`config.mk`:
```
export PLATFORM = sky130hd
export DESIGN_NAME = sd_img_sched
export DESIGN_NICKNAME = d
export VERILOG_FILES = /design/src/rtl/sd_img_sched.sv
export SDC_FILE = /design/constraint.sdc
export NUM_CORES = 1
export LEC_CHECK = 0
export BUFFER_PORTS_ARGS = -buffer_cell sky130_fd_sc_hd__buf_2
export CORE_ASPECT_RATIO = 0.7
export CORE_UTILIZATION = 55
export CTS_CLUSTER_DIAMETER = 30
export DETAILED_ROUTE_END_ITERATION = 8
export PLACE_DENSITY = 0.79
export SLEW_MARGIN = 20
export SYNTH_ARGS = -nofsm -noshare
export SYNTH_HDL_FRONTEND = slang
export SYNTH_SLANG_ARGS = --single-unit
```
`constraint.sdc`:
```
create_clock -name SD_clk_ref -period 4.97 [get_ports SD_clk_ref]
set_input_delay 0.497 -clock SD_clk_ref [delete_from_list [all_inputs] [get_ports SD_clk_ref]]
set_output_delay 0.497 -clock SD_clk_ref [all_outputs]
set_load 0.005 [all_outputs]
```
`src/rtl/sd_img_sched.sv`:
```
// Whole-image sector scheduler for the shared SD controller port: arbitrates save/read
// requests and issues one start pulse per sector with incrementing addresses.
module sd_img_sched #(
    parameter int          SEC_WORDS   = 256,
    parameter int          IMG_SECTORS = 1200,
    parameter logic [31:0] WR_BASE     = 32'd20000,
    parameter logic [31:0] RD_BASE     = 32'd20000,
    parameter int          LEN_W       = 10
) (
    input  logic             SD_clk_ref,
    input  logic             sys_rst_n,
    input  logic             sd_init_done,
    input  logic             save_req,
    input  logic             read_req,
    input  logic [LEN_W-1:0] wr_fifo_len,
    input  logic             wr_busy,
    input  logic             rd_busy,
    output logic             wr_start_en,
    output logic [31:0]      wr_sec_addr,
    output logic             rd_start_en,
    output logic [31:0]      rd_sec_addr,
    output logic             wr_img_done,
    output logic             rd_img_done,
    output logic             sched_busy,
    output logic [15:0]      sec_cnt,
    output logic [2:0]       state_o
);

    typedef enum logic [2:0] {
        IDLE    = 3'd0,
        WR_WAIT = 3'd1,
        WR_GO   = 3'd2,
        WR_RUN  = 3'd3,
        RD_GO   = 3'd4,
        RD_RUN  = 3'd5,
        DONE    = 3'd6
    } state_t;

    localparam logic [LEN_W:0] SEC_WORDS_W = (LEN_W+1)'(SEC_WORDS);
    localparam logic [15:0]    IMG_SEC_W   = 16'(IMG_SECTORS);

    state_t      state_reg, state_next;
    logic [2:0]  save_sync_reg, read_sync_reg;
    logic        init_d_reg;
    logic        wr_pend_reg, wr_pend_next;
    logic        rd_pend_reg, rd_pend_next;
    logic        is_wr_reg, is_wr_next;
    logic [15:0] sec_cnt_reg, sec_cnt_next;
    logic [31:0] wr_addr_reg, wr_addr_next;
    logic [31:0] rd_addr_reg, rd_addr_next;
    logic        wr_start_reg, wr_start_next;
    logic        rd_start_reg, rd_start_next;
    logic [5:0]  wdog_reg, wdog_next;

    logic        save_rise, read_rise, wr_active, rd_active, wr_req, rd_req;
    logic        fifo_ok, init_fall, last_sec;
    logic [15:0] sec_inc;

    always_ff @(posedge SD_clk_ref or negedge sys_rst_n) begin
        if (!sys_rst_n) begin
            state_reg     <= IDLE;
            save_sync_reg <= 3'b000;
            read_sync_reg <= 3'b000;
            init_d_reg    <= 1'b0;
            wr_pend_reg   <= 1'b0;
            rd_pend_reg   <= 1'b0;
            is_wr_reg     <= 1'b0;
            sec_cnt_reg   <= 16'd0;
            wr_addr_reg   <= WR_BASE;
            rd_addr_reg   <= RD_BASE;
            wr_start_reg  <= 1'b0;
            rd_start_reg  <= 1'b0;
            wdog_reg      <= 6'd0;
        end else begin
            state_reg     <= state_next;
            save_sync_reg <= {save_sync_reg[1:0], save_req};
            read_sync_reg <= {read_sync_reg[1:0], read_req};
            init_d_reg    <= sd_init_done;
            wr_pend_reg   <= wr_pend_next;
            rd_pend_reg   <= rd_pend_next;
            is_wr_reg     <= is_wr_next;
            sec_cnt_reg   <= sec_cnt_next;
            wr_addr_reg   <= wr_addr_next;
            rd_addr_reg   <= rd_addr_next;
            wr_start_reg  <= wr_start_next;
            rd_start_reg  <= rd_start_next;
            wdog_reg      <= wdog_next;
        end
    end

    always_comb begin
        save_rise = save_sync_reg[1] & ~save_sync_reg[2];
        read_rise = read_sync_reg[1] & ~read_sync_reg[2];
        wr_active = (state_reg == WR_WAIT) || (state_reg == WR_GO) || (state_reg == WR_RUN);
        rd_active = (state_reg == RD_GO) || (state_reg == RD_RUN);
        // A new edge for the image type already in flight is absorbed; the other type is held.
        wr_req    = wr_pend_reg | (save_rise & ~wr_active);
        rd_req    = rd_pend_reg | (read_rise & ~rd_active);
        fifo_ok   = {1'b0, wr_fifo_len} >= SEC_WORDS_W;
        init_fall = init_d_reg & ~sd_init_done;
        sec_inc   = sec_cnt_reg + 16'd1;
        last_sec  = (sec_inc == IMG_SEC_W);

        state_next    = state_reg;
        wr_pend_next  = wr_req;
        rd_pend_next  = rd_req;
        is_wr_next    = is_wr_reg;
        sec_cnt_next  = sec_cnt_reg;
        wr_addr_next  = wr_addr_reg;
        rd_addr_next  = rd_addr_reg;
        wr_start_next = 1'b0;
        rd_start_next = 1'b0;
        wdog_next     = 6'd0;

        case (state_reg)
            IDLE: begin
                if (wr_req) begin
                    state_next   = WR_WAIT;
                    wr_pend_next = 1'b0;
                    is_wr_next   = 1'b1;
                    sec_cnt_next = 16'd0;
                    wr_addr_next = WR_BASE;
                end else if (rd_req && !rd_busy) begin
                    state_next    = RD_GO;
                    rd_pend_next  = 1'b0;
                    is_wr_next    = 1'b0;
                    sec_cnt_next  = 16'd0;
                    rd_addr_next  = RD_BASE;
                    rd_start_next = 1'b1;
                end
            end
            WR_WAIT: begin
                if (fifo_ok && !wr_busy) begin
                    state_next    = WR_GO;
                    wr_start_next = 1'b1;
                end
            end
            WR_GO: begin
                if (wr_busy)
                    state_next = WR_RUN;
                else if (wdog_reg == 6'd63)
                    state_next = IDLE;
                else
                    wdog_next = wdog_reg + 6'd1;
            end
            WR_RUN: begin
                if (!wr_busy) begin
                    sec_cnt_next = sec_inc;
                    wr_addr_next = wr_addr_reg + 32'd1;
                    state_next   = last_sec ? DONE : WR_WAIT;
                end
            end
            RD_GO: begin
                if (rd_busy)
                    state_next = RD_RUN;
                else if (wdog_reg == 6'd63)
                    state_next = IDLE;
                else
                    wdog_next = wdog_reg + 6'd1;
            end
            RD_RUN: begin
                if (!rd_busy) begin
                    sec_cnt_next = sec_inc;
                    rd_addr_next = rd_addr_reg + 32'd1;
                    if (last_sec) begin
                        state_next = DONE;
                    end else begin
                        state_next    = RD_GO;
                        rd_start_next = 1'b1;
                    end
                end
            end
            default: state_next = IDLE;
        endcase

        // Losing the card overrides everything: park in IDLE without issuing any pulse.
        if (!sd_init_done) begin
            state_next    = IDLE;
            wr_start_next = 1'b0;
            rd_start_next = 1'b0;
            wdog_next     = 6'd0;
        end
        if (init_fall) begin
            wr_pend_next = 1'b0;
            rd_pend_next = 1'b0;
        end
    end

    assign wr_start_en = wr_start_reg;
    assign rd_start_en = rd_start_reg;
    assign wr_sec_addr = wr_addr_reg;
    assign rd_sec_addr = rd_addr_reg;
    assign wr_img_done = (state_reg == DONE) && is_wr_reg;
    assign rd_img_done = (state_reg == DONE) && !is_wr_reg;
    assign sched_busy  = (state_reg != IDLE);
    assign sec_cnt     = sec_cnt_reg;
    assign state_o     = state_reg;

endmodule

```
[Yosys cells after proc, flatten, opt, wreduce, memory -nomap -nowiden]
Index checks and enable logic that the tools add are counted.
Word-level totals
  flip-flop bits (word level): 101
  bits in latches: 0
  RAM bits: 0
  bits in read-only memories: 0
  bits of input ports: 17
  output and inout bits: 88
  logic and storage cells: 115
  memories: 0
Cells by class
  add/sub/neg operators: 4
  multiply operators: 0
  divide/modulo/power cells: 0
  magnitude comparators: 1
  eq/ne operators: 18
  shift-type cells: 0
  muxes and demuxes: 46
  bitwise logic cells: 12
  reduce and logical (&&, ||, !) cells: 21
Operator list (number)
  $mux 32: 5
  $pmux 32 s2: 2
  $add 32x1->32 const B: 2
  $mux 16: 4
  $pmux 16 s3: 1
  $mux 3: 10
  $mux 6: 4
  $pmux 3 s6: 1
  $add 16x1->16 const B: 1
  $eq 16x11->1 const B: 1
  $mux 1: 16
  $pmux 6 s2: 1
  $reduce_and 4->1: 3
  $ge 10x9->1 const B: 1
  $ne 2x2->1 const B: 5
  $eq 3x3->1 const B: 3
  $ne 3x3->1 const B: 3
  $add 6x1->6 const B: 1
  $eq 3x2->1 const B: 2
  $eq 6x6->1 const B: 1
  $reduce_bool 2->1: 3
  $reduce_bool 3->1: 2
  $and 1x1->1: 5
  $not 1->1: 5
  12 further kinds: 20

[Logic depth before layout (Yosys ltp)]
  depth in word-level cells: 10
  gate-level depth with buffers: 8
  mapped depth without buffers: 7

[Worst setup path after synthesis]
OpenSTA, ideal clock, no wires.
  path kind: register -> register
  from: register rd_addr_reg[5], in the netlist rd_sec_addr[5]
  to: register rd_addr_reg[22], in the netlist rd_sec_addr[22]
  data arrival time: 1.885 ns
  required time: 4.838 ns
  setup slack: 2.953 ns
  cell stages (with the launch flop): 8
  path buffers: 1
  cell sequence: dfstp_2 > nand3_2 > nor4_4 > nand4_2 > buf_4 > nor4_2 > xnor2_1 > nor2_1
On the way
  longest elaborated chain between the ends: 3
Ends and longest elaborated chain
  start, declared: RTL line 50  | logic [31:0] rd_addr_reg, rd_addr_next;
  start signal, assigned: RTL line 84  | rd_addr_reg <= rd_addr_next;
  $add 32x1->32: RTL line 164  | rd_addr_next = rd_addr_reg + 32'd1;
  $mux 32: RTL line 162  | if (!rd_busy) begin
  $pmux 32 s2: RTL line 115  | case (state_reg)
No other way between the ends. The select of a mux whose other input is x is not followed.
A chain may end at the register's enable or synchronous reset.

[Worst setup path in the final report]
  from: register state_reg[0], in the netlist state_o[0]
  to: register wr_addr_reg[27], in the netlist wr_sec_addr[27]
On the way
  longest elaborated chain between the ends: 8
  elaborated cells between the ends (all ways): 14
  those cells by class: 5 x eq/ne; 1 x mux; 3 x bitwise; 5 x reduce/logical
Ends and longest elaborated chain
  start, declared: RTL line 42  | state_t state_reg, state_next;
  start signal, assigned: RTL line 75  | state_reg <= state_next;
  $eq 3x1->1 / $eq 3x2->1 (equally long branches): RTL line 94  | wr_active = (state_reg == WR_WAIT) || (state_reg == WR_GO) || (state_reg == WR_RUN);
  $logic_or 1x1->1 (2 in series): RTL line 94
  $not 1->1: RTL line 97  | wr_req = wr_pend_reg | (save_rise & ~wr_active);
  $and 1x1->1: RTL line 97
  $or 1x1->1: RTL line 97
  $ne 2x2->1 (no line)
  $reduce_and 3->1 (no line)
  end signal, assigned: RTL line 83  | wr_addr_reg <= wr_addr_next;
  end, declared: RTL line 49  | logic [31:0] wr_addr_reg, wr_addr_next;
Several ways; a longest one is shown, not always the timed one.

==> flow_metrics.py <==
metrics = {
    "run_status": {
        "status": "completed",
    },
    "worst_setup_path": {
        "end_kind": "register",
        "critPathArrivalTime_ns": 3.09,
        "crit_chain": "and3b_1 > nor2b_1 > o2111ai_4 > nor4_1 > xnor2_1 > nor2_1",
        "cp_max_fo": 17,
        "cpMaxStageDelayCell": "dfrtp_1",
        "crit_type": "reg -> reg",
        "slowest_delay_ns": 0.74,
        "critPathRequiredTime_ns": 5.18,
        "critPathLaunchType": "register",
        "ff2ff_path_depth": 6,
    },
    "sta": {
        "timing.final.crit_share": 0.580,
        "worstMarginPinSlew_ns": 1.06,
        "relSlewSlack": 0.290,
        "final-hold-violation-count": 0,
        "fin_skew_ns": 0.00694,
        "finalCriticalPeriod_ns": 2.88,
        "fmax_mhz": 347,
        "setup_viol": 0,
        "worst_hold_slack_ns": 0.193,
        "setup_tns_ns": 0,
        "rsz0062_at_grt": "false",
        "final_max_slew_viol_count": 0,
    },
    "flow_run": {
        "max-cap-violations": 0,
    },
    "die": {
        "initial_core_util": 0.570,
        "fp.dieH_microns": 86.3,
        "row_count": 30,
        "dieArea_sq_um": 10600,
        "io-pin-count": 105,
        "die_w_microns": 122,
        "core_sq_um": 9800,
    },
    "cts": {
        "htreeDepth": 3,
        "numCtsBuffers": 9,
        "cts_root_buf": "clkbuf_16",
        "cts.sinks": 101,
        "cts_tree": "yes",
        "path_clk_slew_ns": 0.07,
        "post_cts_buffers": 0,
        "cts_hold_buffers": 0,
        "cts_max_path_buffers": 2,
        "cts_resized": 0,
        "clk-insertion-delay-late_ns": 0.34,
    },
    "synth": {
        "syn_nets": 606,
        "synth-edff-count": 0,
        "synth_cells": 584,
        "synth_ff_type": "dfrtp_1",
        "synth_area_sq_um": 5590,
        "ys_types": 63,
        "postSynth.asyncResetShare": 1.00,
        "yosysWarnings": 0,
        "ys_ff_latch": 101,
        "ys_seq_area_frac": 0.454,
        "synth_area_per_cell_sq_um": 9.57,
    },
    "final_layout": {
        "nNetsFinal": 684,
        "diodes": 0,
        "layout_commonest_cell": "buf_2",
        "drive_gt1_frac": 0.246,
        "fin_area_sq_um": 6450,
        "area_growth_pct": 15.4,
        "fillers": 766,
        "final_cell_count_no_fill": 795,
        "most-common-layout-cells": "buf_2, dfrtp_1, nor2_1",
        "multi_input_area_sq_um": 2880,
        "seqCellArea_sq_um": 2540,
    },
    "power_and_ir_drop": {
        "pwr_density_cell_nw_per_um2": 338,
        "report.power.total_uw": 2180,
        "ir_drop_mv": 0.182,
        "power.leakage_uw": 0.00281,
    },
    "global_routing": {
        "grt_max_degree": 57,
        "grt.total_usage": 0.265,
        "gr-total-overflow": 0,
        "grt_pass1_wl_mm": 22.1,
        "antenna_found_initial": 0,
        "grt_pass1_vias": 4403,
    },
    "routing": {
        "antenna_left": 0,
        "firstDrtPassIters": 5,
        "first_iter_violations": 374,
        "post-route-drc-count": 0,
        "num_vias": 4837,
        "wire_per_inst_microns": 16.7,
        "wl_mm": 13.3,
        "via_per_inst": 6.08,
    },
    "placed_design": {
        "hpwl_mm": 8.96,
        "placement.cell_area_sq_um": 6120,
        "dp_cells": 779,
        "io_buffers": 96,
        "gp_congestion": 0.860,
    },
    "worst_hold_path": {
        "hold_path.class": "in -> async",
    },
}
==> area by class of cell <==
| class | instances | share of cell area |
|---|---|---|
| multi-input combinational | 439 | 0.447 |
| clock inverter | 5 | 0.0126 |
| tap | 128 | 0.0248 |
| inverter | 14 | 0.00815 |
| sequential | 101 | 0.394 |
| timing repair buffer | 97 | 0.0761 |
| clock buffer | 11 | 0.0376 |
==> stage by stage <==
step                utilization  setup WS [ns]
floorplan                     -           2.95
global placement          0.625           2.05
detailed placement        0.625           1.93
CTS                       0.658           1.90
global route              0.658           1.88
finish                    0.658           2.09
==> final timing paths <==
check	startpoint	end	slack (ns)
worst max register to register	state_o[0]	wr_sec_addr[27]	2.09
worst min register to register	read_sync_reg[0]	read_sync_reg[1]	0.35
worst max-delay path	state_o[0]	wr_sec_addr[27]	2.09
max in group asynchronous	sys_rst_n	wr_sec_addr[4]	3.70
min in group SD_clk_ref	read_req	read_sync_reg[0]	0.26
worst min-delay path	sys_rst_n	state_o[0]	0.19
==> cell usage after synthesis (7+ instances only) <==
cell type | instances | area [sq um]
nor2_1 | 71 | 267
o21ai_0 | 22 | 110
nor3_1 | 19 | 95.1
inv_1 | 13 | 48.8
clkbuf_1 | 20 | 75.1
xor2_1 | 14 | 123
and3_1 | 14 | 87.6
xnor2_1 | 50 | 438
nand2b_1 | 7 | 43.8
nand3_1 | 25 | 125
nor2b_1 | 7 | 43.8
a21oi_1 | 11 | 55.1
o31ai_1 | 9 | 67.6
nor4_1 | 11 | 68.8
and2_1 | 8 | 50.1
nand4_1 | 21 | 131
nor4_2 | 16 | 200
dfstp_2 | 10 | 263
dfrtp_1 | 91 | 2280
nand2_1 | 51 | 191
==> metal layers <==
| layer | global-route usage | part of all wire | vias up |
|---|---|---|---|
| li1 | - | - | 2232 |
| met1 | 0.385 | 0.47 | 2408 |
| met2 | 0.391 | 0.45 | 171 |
| met3 | 0.0618 | 0.060 | 26 |
| met4 | 0.0887 | 0.018 | 0 |
| met5 | 0 | 0 | - |
==> critical path: cells and delay by family (launching register included) <==
kind,cells,cell delay (ns)
compound gates,1,0.38
xor+xnor,1,0.18
flops,1,0.74
simple gates,4,1.46
==> kinds of logic (layout without fill, tap and decap cells) <==
group                    Yosys count  count (layout)  synth area share
flip-flops                       101             101             0.454
buffers and inverters             44             127            0.0331
AND/OR/NAND/NOR                  289             289             0.300
multiplexers                       1               1           0.00201
AO/OA/AOI/OAI                     80              80            0.0990
adder cells (fa/ha/maj)            5               5            0.0112
XOR/XNOR                          64              64             0.100
==> where the power goes <==
part / internal, uW / switching (uW) / total [uW] / leakage (uW)
registers: 869 / 91.7 / 960 / 0.00135
clock network: 456 / 310 / 766 / 0.000156
logic: 153 / 299 / 452 / 0.00130
total: 1480 / 701 / 2180 / 0.00281
Note: power is estimated with default switching activity, not from simulation.
